<file path="config.mk">
export PLATFORM = sky130hd
export DESIGN_NAME = nib_track_ctrl
export DESIGN_NICKNAME = d
export VERILOG_FILES = /design/src/rtl/nib_track_ctrl.sv
export SDC_FILE = /design/constraint.sdc
export NUM_CORES = 1
export LEC_CHECK = 0
export CORE_UTILIZATION = 39
export DETAILED_ROUTE_END_ITERATION = 7
export PLACE_DENSITY = 0.7
export RECOVER_POWER = 25
export SYNTH_ARGS = -nofsm -noshare
export SYNTH_HDL_FRONTEND = slang
export SYNTH_SLANG_ARGS = --single-unit
</file>
<file path="constraint.sdc">
create_clock -name clk_sys -period 6.5 [get_ports clk_sys]
set_input_delay 0.65 -clock clk_sys [delete_from_list [all_inputs] [get_ports clk_sys]]
set_output_delay 0.65 -clock clk_sys [all_outputs]
set_load 0.03 [all_outputs]
</file>
<file path="src/rtl/nib_track_ctrl.sv">
// Track buffer sequencer for NIB images: flushes a modified track back to SD and loads the
// newly selected track, stalling the CPU for the duration of the transfer.
module nib_track_ctrl #(
  parameter int unsigned SECTORS = 13,
  parameter int unsigned TRACK_W = 6
) (
  input  logic               clk_sys,
  input  logic               reset,
  input  logic [TRACK_W-1:0] track,
  input  logic               track_dirty,
  input  logic               img_mounted,
  input  logic               img_present,
  input  logic               img_readonly,
  input  logic               sd_ack,
  output logic [31:0]        sd_lba,
  output logic               sd_rd,
  output logic               sd_wr,
  output logic [3:0]         track_sec,
  output logic               cpu_wait,
  output logic               busy
);

  typedef enum logic [2:0] {
    StIdle,
    StFlushReq,
    StFlushXfer,
    StLoadReq,
    StLoadXfer
  } state_e;

  localparam logic [3:0] LastSec = 4'(SECTORS - 1);

  state_e             state_q, state_d;
  logic [TRACK_W-1:0] cur_track_q, cur_track_d;
  logic [TRACK_W-1:0] tgt_q, tgt_d;
  logic [3:0]         sec_q, sec_d;
  logic               valid_q, valid_d;
  logic               dirty_q, dirty_d;
  logic               mnt_pend_q, mnt_pend_d;
  logic               ack_q;
  logic               ack_rise, ack_fall;
  logic [31:0]        lba_flush, lba_load;

  assign ack_rise = sd_ack & ~ack_q;
  assign ack_fall = ~sd_ack & ack_q;

  assign lba_flush = SECTORS * 32'(cur_track_q) + 32'(sec_q);
  assign lba_load  = SECTORS * 32'(tgt_q) + 32'(sec_q);

  always_ff @(posedge clk_sys) begin
    if (reset) begin
      state_q     <= StIdle;
      cur_track_q <= '0;
      tgt_q       <= '0;
      sec_q       <= '0;
      valid_q     <= 1'b0;
      dirty_q     <= 1'b0;
      mnt_pend_q  <= 1'b0;
      ack_q       <= 1'b0;
    end else begin
      state_q     <= state_d;
      cur_track_q <= cur_track_d;
      tgt_q       <= tgt_d;
      sec_q       <= sec_d;
      valid_q     <= valid_d;
      dirty_q     <= dirty_d;
      mnt_pend_q  <= mnt_pend_d;
      ack_q       <= sd_ack;
    end
  end

  always_comb begin
    state_d     = state_q;
    cur_track_d = cur_track_q;
    tgt_d       = tgt_q;
    sec_d       = sec_q;
    valid_d     = valid_q;
    dirty_d     = dirty_q;
    mnt_pend_d  = mnt_pend_q;

    // A mount seen mid-transfer is deferred until the transfer finishes.
    if (state_q != StIdle && img_mounted) begin
      mnt_pend_d = 1'b1;
    end

    unique case (state_q)
      StIdle: begin
        if (track_dirty) begin
          dirty_d = 1'b1;
        end
        if (img_mounted || mnt_pend_q) begin
          // The old image's pending write-back is dropped along with the buffer.
          valid_d    = 1'b0;
          dirty_d    = 1'b0;
          mnt_pend_d = 1'b0;
        end else if (!img_present) begin
          state_d = StIdle;
        end else if (dirty_q && valid_q && (track != cur_track_q) && !img_readonly) begin
          sec_d   = '0;
          state_d = StFlushReq;
        end else if (!valid_q || (track != cur_track_q)) begin
          tgt_d   = track;
          sec_d   = '0;
          dirty_d = 1'b0;
          state_d = StLoadReq;
        end
      end

      StFlushReq: begin
        if (ack_rise) begin
          state_d = StFlushXfer;
        end
      end

      StFlushXfer: begin
        if (ack_fall) begin
          if (sec_q == LastSec) begin
            dirty_d = 1'b0;
            sec_d   = '0;
            tgt_d   = track;
            state_d = StLoadReq;
          end else begin
            sec_d   = sec_q + 4'd1;
            state_d = StFlushReq;
          end
        end
      end

      StLoadReq: begin
        if (ack_rise) begin
          state_d = StLoadXfer;
        end
      end

      StLoadXfer: begin
        if (ack_fall) begin
          if (sec_q == LastSec) begin
            cur_track_d = tgt_q;
            valid_d     = 1'b1;
            sec_d       = '0;
            state_d     = StIdle;
          end else begin
            sec_d   = sec_q + 4'd1;
            state_d = StLoadReq;
          end
        end
      end

      default: begin
        state_d = StIdle;
      end
    endcase
  end

  always_comb begin
    sd_rd  = 1'b0;
    sd_wr  = 1'b0;
    sd_lba = '0;
    unique case (state_q)
      StFlushReq: begin
        sd_wr  = 1'b1;
        sd_lba = lba_flush;
      end
      StFlushXfer: sd_lba = lba_flush;
      StLoadReq: begin
        sd_rd  = 1'b1;
        sd_lba = lba_load;
      end
      StLoadXfer: sd_lba = lba_load;
      default: sd_lba = '0;
    endcase
  end

  assign track_sec = sec_q;
  assign busy      = (state_q != StIdle);
  assign cpu_wait  = busy;

endmodule

</file>
# --- Word level (Yosys, flattened, before mapping) ---
# Cells that the tools add are included.
# Widths: inputs -> output; s select.
totals:
  regBits: 23
  input_bits: 13
  out_inout_bits: 40
  word_cells: 102
classes:
  addsub: 3
  n_mul: 2
  n_eq_ne: 20
  n_mux: 43
  bitwise_logic: 4
  reduce_logical: 22
ops:
  columns: ["op", "count"]
  rows:
  - ["$mux 6", 6]
  - ["$mux 3", 8]
  - ["$mux 4", 6]
  - ["$add 10x4->11", 2]
  - ["$ne 2x2->1 const B", 11]
  - ["$pmux 11 s2", 1]
  - ["$mul 4x6->10 const A", 2]
  - ["$mux 1", 15]
  - ["$pmux 3 s5", 1]
  - ["$pmux 6 s2", 1]
  - ["$pmux 4 s2", 1]
  - ["$reduce_and 7->1", 1]
  - ["$eq 3x2->1 const B", 2]
  - ["$ne 6x6->1", 1]
  - ["$reduce_and 3->1", 2]
  - ["$reduce_and 6->1", 1]
  - ["$reduce_bool 2->1", 3]
  - ["$reduce_or 2->1", 3]
  - ["$reduce_and 5->1", 1]
  - ["$add 4x1->4 const B", 1]
  - ["$eq 4x4->1 const B", 1]
  - ["$logic_and 1x1->1", 4]
  - ["$mux 2", 2]
  - ["$ne 4x4->1 const B", 1]
  - ["12 further kinds", 17]

# --- Logic depth before layout (Yosys ltp) ---
# Gate-level depths: netlist (run 1).
depth:
  ltp_word: 7
  ltp_mapped: 11

# --- Worst setup path after synthesis (run 1) ---
# Ideal clock, no wire load.
synth_timing:
  path_type: "reg-to-output"
  start: "register cur_track_q[0]"
  end: "output port sd_lba[9]"
  t_arrival_ns: 2.935
  required_ns: 5.850
  path_slack_ns: 2.915
  path_stages_with_launch: 10
  n_path_buf: 0
  cell_sequence: "dfxtp_1 > ha_1 > ha_1 > fa_1 > ha_1 > a21oi_1 > o211ai_1 > o41ai_1 > xor2_1 > o211ai_1"
synth_between:
  elab_chain_cells: 3
synth_rtl:
  columns: ["item", "line_no", "source"]
  rows:
  - ["from (decl)", "34", "logic [TRACK_W-1:0] cur_track_q, cur_track_d;"]
  - ["from (signal assigned)", "62", "cur_track_q <= cur_track_d;"]
  - ["$mul 4x6->10", "47", "assign lba_flush = SECTORS * 32'(cur_track_q) + 32'(sec_q);"]
  - ["$add 10x4->11", "47", null]
  - ["$pmux 11 s2", "159", "unique case (state_q)"]
  - ["to (decl)", "15", "output logic [31:0] sd_lba,"]
# Every way passes these cells.

# --- Final worst setup path (run 1) ---
# Ends and elaborated chain as after synthesis.

==> impl.org, run 1 <==
** GRT
- In this run the most used layer during global routing was met2.
- First-pass GRT wire length :: 10700 um
- Met3 Usage GRT :: roughly 1.3%
- Largest net degree at the start of global routing :: 20
- Overflow left after global routing :: 0
- Aggregate global-route resource usage :: around 17%
- For met1 alone, demand over resource in global routing was between 20 and 30%.
- Via count of the first global-routing pass :: 2292
- Met2 usage :: 28.9%
- The number of antenna violations at the first check in global routing is 0.

** Clock tree
- The tree is rooted in a clkbuf_8.
- CTS built an H-tree with a depth of 1.
- Insertion delay to the later sink of the worst-skew pair :: 0.26 ns
- Clock-pin slew was measured on the worst setup and hold paths at approximately 0.090 ns.
- Gates resized during post-CTS repair numbered 0.
- Count of hold buffers inserted by post-cts repair :: 0
- Clock tree synthesis inserted a total of 3 buffers.
- After clock tree synthesis, the setup repair step added 0 buffers.
- In this run the deepest clock path goes through 2 buffers.
- Clk sink count :: 23
- Clock tree from TritonCTS :: built

** Logic synthesis
- Synthesis warning total :: 0
- Commonest register cell after synthesis :: dfxtp_1
- Main area contributors after synthesis :: ha_1, dfxtp_1, buf_4
- Area of the mapped netlist :: about 0.0029 mm^2
- Synthesis inferred 23 register bits.
- Post-synth cell types :: 55
- Number of instances in the synthesized netlist :: approximately 330
- The synthesized design devotes to its leading area cell type about 24% of total area.
- After synthesis, the share of flip-flops with an asynchronous set or reset is 0%.
- The biggest area contributor in the post-synthesis netlist is ha_1.
- Proportion of synthesized chip area in sequential cells :: 16.1%
- Per-instance average area after synthesis :: about 8.6 um^2
- Post-synth EDFFs :: 0

** Critical path
- Worst reg-to-reg setup slack :: roughly 4.4 ns
- Startpoint types :: flip-flop
- Critical path fanouts, max :: 5
- Critical path arrival :: between 3 and 4 ns
- Data required time of the worst path :: ~5.9 ns
- Critical path start-end classification :: flip-flop to output pin
- Worst setup EP type :: output pin

** Die
- Row generation in the floorplan step produced 30 rows.
- The initial utilization of the core area, before any placement, comes to approximately two fifths.
- Die area :: ~0.0077 mm^2
- Horizontal extent of the die :: a little under 90 um
- Count of boundary I/O pins :: 53
- Area inside the core boundary :: 0.00694 mm^2
- In this run the vertical extent of the chip is between 80 and 90 um.

** Final layout
- Compared with the post-synthesis result, the final layout area differs by 11.9%.
- Once layout is complete, the cells apart from fillers number approximately 450.
- The multi-input combinational cells in the finished layout cover a total of 0.00221 mm^2.
- For this run, the post-layout net count is around 430.
- Layout cells sized above 1 :: 2.81%
- At the end of the flow the core is filled with cells to about 46%.
- In the final layout, flip-flops and latches occupy roughly 460 um^2.
- Number of fillers in the final layout :: between 600 and 700
- The repair_antennas step left the layout with diodes totalling 0.

** Detailed routing
- Final routed DRC violation total :: 0
- Number of vias in the routed layout :: 2416
- For this block, the routed nets add up to roughly 6400 um of wire.
- First-pass detailed-route iteration total :: 4
- In the final routed layout, each cell accounts on average for 14.2 um.
- Using the TritonRoute via totals, the vias-per-cell ratio works out to between 5 and 6.
- In this run, the number of DRC markers left after iteration 0 of detailed routing was between 150 and 200.
- DRT antenna net count :: 0

** STA
- The max-slew violation count was 0.
- Final-report hold violation count :: 0
- Timing would allow up to about 0.22 GHz.
- Measured slew at the worst slew-check pin :: approximately 0.84 ns
- Setup total negative slack on the finished layout was measured at 0 ns.
- In this run the tightest slew margin relative to its limit is between 40% and 50%.
- The clock arrives with about 0.0025 ns of skew.
- Unrepaired setup endpoints after global routing :: no
- Period utilisation layout :: 68.6%
- Final Setup Violations :: 0
- Setup slack after layout :: just over 2 ns
- The worst path needs between 4 and 5 ns of the cycle, external delays included.

** Power and ir drop
- IR analysis of the VDD net gives a maximum drop of around 0.070 mV.
- In this run the static leakage power is 1.59 nW.
- Pwr per Cell Area :: 155 mW/mm^2

** Placed design
- Buffers added on ports :: 31
- Number of instances in the placed design :: ~450
- The congestion estimate from routability-driven global placement came to 0.809.
- Pre-CTS setup slack :: between 2 and 2.5 ns
- Detailed placement ended at an HPWL of just over 5000 um.

** Run
- The tool flagged a number of max-cap violations equal to 0.

** Status
- The flow ran to the end, and the final reports show no timing, DRC or antenna violations.

** Worst hold path
- Class of the tightest hold or removal check :: flip-flop to flip-flop
==> cells in the final DEF, fill, tap and decap left out, drive strengths merged, types with 4 or more instances in the layout <==
cell type,Yosys,layout
nand2,20,20
a211oi,5,5
mux2i,11,11
o211ai,6,6
xor2,17,17
ha,55,55
nand3,8,8
conb,1,21
nor2,24,24
a21oi,15,15
fa,8,8
inv,13,13
nor3,9,9
nor2b,7,7
nand2b,4,4
dfxtp,23,23
o22ai,6,6
clkdlybuf4s50,0,28
o21ai,17,17
or4,5,5
==> through the flow <==
stage,hold slack (ns),area (um^2),total power [mW]
global route,0.519,3200,0.527
CTS,0.499,3200,0.494
floorplan,0.456,2930,0.356
finish,0.505,3200,0.494
detailed placement,0.487,3150,0.404
global placement,0.465,3150,0.400
==> cell usage after synthesis, types with 4 or more instances <==
master    instances
nand2_1          20
buf_2             4
inv_1            13
nor2_1           24
ha_1             55
buf_4            22
dfxtp_1          23
a211oi_1          5
nand3_1           8
a21oi_1          14
o21ai_0          15
o22ai_1           6
o211ai_1          6
nor2b_1           7
xor2_1           17
fa_1              8
mux2i_1          11
nor3_1            7
or4_1             5
nand2b_1          4
==> registers in the layout (all words and copies together), names as in the netlist <==
signal       count
dirty_q          1
mnt_pend_q       1
ack_q            1
valid_q          1
cur_track_q      6
tgt_q            6
state_q          3
track_sec        4
==> worst paths after layout <==
kind                                                   to  cells past startpoint                        start
worst max-delay path                            sd_lba[9]                     10  cur_track_q[0]$_SDFFE_PP0P_
worst min-delay path                 dirty_q$_SDFFE_PP0P_                      2         dirty_q$_SDFFE_PP0P_
worst min register to register       dirty_q$_SDFFE_PP0P_                      2         dirty_q$_SDFFE_PP0P_
worst max register to register  track_sec[0]$_SDFFE_PP0P_                      5      state_q[1]$_SDFFE_PP0P_
==> cell type report <==
cell class / count / area share, %
clock buffers: 3 / 1.29
multi-input cells: 285 / 69.1
well taps: 96 / 3.76
inverters: 13 / 1.53
flip-flops and latches: 23 / 14.4
repair buffers: 31 / 9.71
clock inverters: 1 / 0.157
==> logic make-up (layout without fill, tap and decap cells) <==
group	Yosys count	after routing	synth area share, %
XOR/XNOR	20	20	6.14
other	1	21	0.131
multiplexers	11	11	3.86
adder cells (fa/ha/maj)	63	63	29.7
flip-flops	23	23	16.1
buffers and inverters	44	48	9.11
AND/OR/NAND/NOR	91	91	16.3
AO/OA/AOI/OAI	79	79	18.6
==> per-layer routing <==
metal  up-vias  part of all wire [%]
met5         -                     0
met4         0                  0.36
met3         2                   3.2
met2        56                    47
met1      1136                    50
li1       1222                     -
==> where the power goes <==
part	total, mW	internal (mW)	switching (mW)
logic	0.228	0.0896	0.138
registers	0.176	0.151	0.0248
clock network	0.0911	0.0428	0.0483
total	0.494	0.283	0.211
==> worst max-delay path, cell delays in order, from the launching register on <==
cell             delay [ns]
dfxtp_1                0.45
ha_1                   0.27
ha_1                   0.29
fa_1                   0.46
ha_1                   0.36
a21oi_1                0.22
o211ai_1               0.16
o41ai_1                0.33
xor2_1                 0.14
o211ai_1               0.18
clkdlybuf4s50_1        0.69
Note: power is estimated with default switching activity, not from simulation.
==> run 2, diff against run 1 <==
- clock period: 6.5 -> 4.7 ns (I/O delays scaled with it)
==> impl.org, run 2 (same netlist as run 1, synthesis figures left out) <==
** GRT
- Number of antenna violations at the first check in global routing :: 0 (unchanged)
- First-pass GRT wire length :: 10900 um (+2.3%)
- Largest net degree at the start of global routing :: 20 (unchanged)
- The number of global-route vias before repair came to 2319 (+1.2%).
- The total global-route track usage is 17.8% (+0.37 points).
- Overflow left after global routing :: 0 (unchanged)

** Clock tree
- Maximum buffer depth of the clock tree :: 2 (unchanged)
- Setup fix buffers added after clock tree synthesis :: 0 (unchanged)
- The hold-fix buffer count after cts was 0 (unchanged).
- The clock latency reported for the late side of the worst-skew pair came to 0.26 ns (about the same).
- Quantity of gates resized following cts :: 0 (unchanged)
- The count of clock tree sinks was 23 (unchanged).
- The number of CTS-inserted buffers was 3 (unchanged).
- Clock root cell :: clkbuf_8
- H-tree Lvls :: 1 (unchanged)
- The clock-pin slew of the registers on the worst-case setup and hold paths was 0.08 ns (about the same).
- Clock tree from TritonCTS :: built

** Detailed routing
- The starting DRC count in detailed routing is 130 (-21%).
- First-pass detailed-route iteration total :: 4 (unchanged)
- Final routed DRC violation total :: 0 (unchanged)
- The final wirelength is 6450 um (+0.14%).
- Routed wire length per instance :: 14.3 um (+0.14%)
- The via count of the routed design was 2405 (-0.46%).
- Number of vias per cell :: 5.32 (-0.46%)
- DRT antenna net count :: 0 (unchanged)

** STA
- Period utilisation layout :: 90.1%
- Static timing analysis puts the maximum clock frequency at 0.236 GHz.
- Unrepaired setup endpoints after global routing :: no
- Number of max-slew violations in the final report :: 0 (unchanged)
- The final hold violation count came to 0 (unchanged).
- The setup TNS after final layout is 0 ns (unchanged).
- Largest clock skew in the final design :: 0.00313 ns (+0.000588 ns)
- Final Setup Violations :: 0 (unchanged)
- Measured slew at the worst slew-check pin :: 0.800 ns (-0.0436 ns)
- Clock period minus worst slack :: 4.23 ns
- The remaining max-slew budget at the tightest pin is 46.1% (+2.9 points).

** Power and ir drop
- Tot Pwr :: 682 uW (+38%)
- The total power density per cell area was 214 mW/mm^2 (+38%).
- Logic pwr share :: 46.2% (+0.2 points)
- The worst supply voltage drop on vdd was 0.0917 mV (+31%).
- The switching share of power came to 42.5% (-0.27 points).
- Clock power frac :: 18.2% (-0.2 points)
- Internal cell power :: 392 uW (+39%)
- Static leakage :: 1.59 nW (+0.25%)
- Sequential group share of total power :: 35.6% (about the same)
- The net switching component of the power is 290 uW (+37%).

** Final layout
- The number of inserted diodes was 0 (unchanged).
- Net count, final :: 433 (unchanged)
- The core utilization of the finished layout is 45.9% (-0.11 points).
- Commonest non-fill, non-tap cell in the layout :: ha_1
- Layout Cell Area excl Fill :: 0.00319 mm^2 (-0.23%)
- Final non-filler cell total :: 452 (unchanged)
- The share of final-layout standard cells stronger than drive strength 1 was 2.25% (-0.56 points).
- Area growth from synthesis to layout :: 11.7%
- The top cell types in the final layout, fill and taps aside, are ha_1, clkdlybuf4s50_1, nor2_1.

** Critical path
- Data required time of the worst path :: 4.23 ns (-1.62 ns)
- STA classifies the critical path endpoint as an output pin.
- Critical path fanouts, max :: 5 (unchanged)
- Critical path start-end classification :: flip-flop to output pin
- Startpoint types :: flip-flop
- Critical path arrival :: 3.76 ns (-0.05 ns)

** Placed design
- The HPWL after detailed placement was 5080 um (+0.10%).
- Number of instances in the placed design :: 448 (unchanged)
- The placed cell area came to 0.00315 mm^2 (unchanged).
- Placer congestion estimate :: 0.810 (about the same)
- Buffers added on ports :: 31 (unchanged)

** Die
- Vert. Die Dim :: 87.6 um (unchanged)
- The number of core rows was 30 (unchanged).
- The top-level port count is 53 (unchanged).
- Starting density of the core :: 41.1% (unchanged)
- The core footprint was 0.00694 mm^2 (unchanged).
- The overall die width came to 87.6 um (unchanged).
- Die area :: 0.00767 mm^2 (unchanged)

** Status
- Outcome :: complete, no violations

** Run
- Max cap viols :: 0 (unchanged)

** Worst hold path
- In this run the worst hold path is classified as flip-flop to flip-flop.
## run 2: cell types whose count changed in the layout (fill, tap and decap cells not counted), sizes merged
cell / previous run / this run
dlygate4sd3: 3 / 5
clkinv: 1 / 0
clkdlybuf4s50: 28 / 26
clkbuf: 3 / 4
## run 2: layout make-up
cell class	count	area, um^2
fill	670	3760
multi-input combinational	285	2200
sequential	23	460
timing repair buffer	31	310
tap	96	120
inverter	13	48.8
clock buffer	4	45.0
## run 2: final timing paths
| kind | start | to | slack, ns | cells past startpoint |
|---|---|---|---|---|
| worst max-delay path | cur_track_q[1]$_SDFFE_PP0P_ | sd_lba[9] | 0.47 | 10 |
| worst min-delay path | dirty_q$_SDFFE_PP0P_ | dirty_q$_SDFFE_PP0P_ | 0.49 | 2 |
| worst max register to register | cur_track_q[4]$_SDFFE_PP0P_ | tgt_q[3]$_SDFFE_PP0P_ | 2.49 | 5 |
| worst min register to register | dirty_q$_SDFFE_PP0P_ | dirty_q$_SDFFE_PP0P_ | 0.49 | 2 |
## run 2: per-layer routing
| layer | wire [um] | track usage (%) | vias to the layer above |
|---|---|---|---|
| li1 | - | - | 1224 |
| met3 | 346 | 1.60 | 4 |
| met5 | 0 | 0 | - |
| met1 | 3120 | 25.2 | 1103 |
| met2 | 2930 | 29.8 | 74 |
| met4 | 51 | 3.28 | 0 |
## run 2: critical path, stage by stage, from the launching register on
cell and delay (ns):
dfxtp_1 0.43, ha_1 0.27, ha_1 0.29, fa_1 0.46, ha_1 0.35, a21oi_1 0.21
o211ai_1 0.17, o41ai_1 0.32, xor2_1 0.14, o211ai_1 0.17, clkdlybuf4s50_1 0.69
## run 2: power by group through the flow
stage | Clock, mW | Sequential (mW) | Combinational, mW
after floorplan | 0 | 0.226 | 0.265
after global routing | 0.135 | 0.247 | 0.349
after detailed placement | 0 | 0.247 | 0.313
final | 0.124 | 0.243 | 0.315
after CTS | 0.126 | 0.242 | 0.315
after global placement | 0 | 0.247 | 0.306
## run 2: stage by stage
step | worst slack [ns] | hold WS [ns]
after detailed placement | 0.770 | 0.486
final | 0.466 | 0.492
after CTS | 0.460 | 0.497
after global routing | 0.244 | 0.521
after floorplan | 1.29 | 0.456
after global placement | 0.822 | 0.465
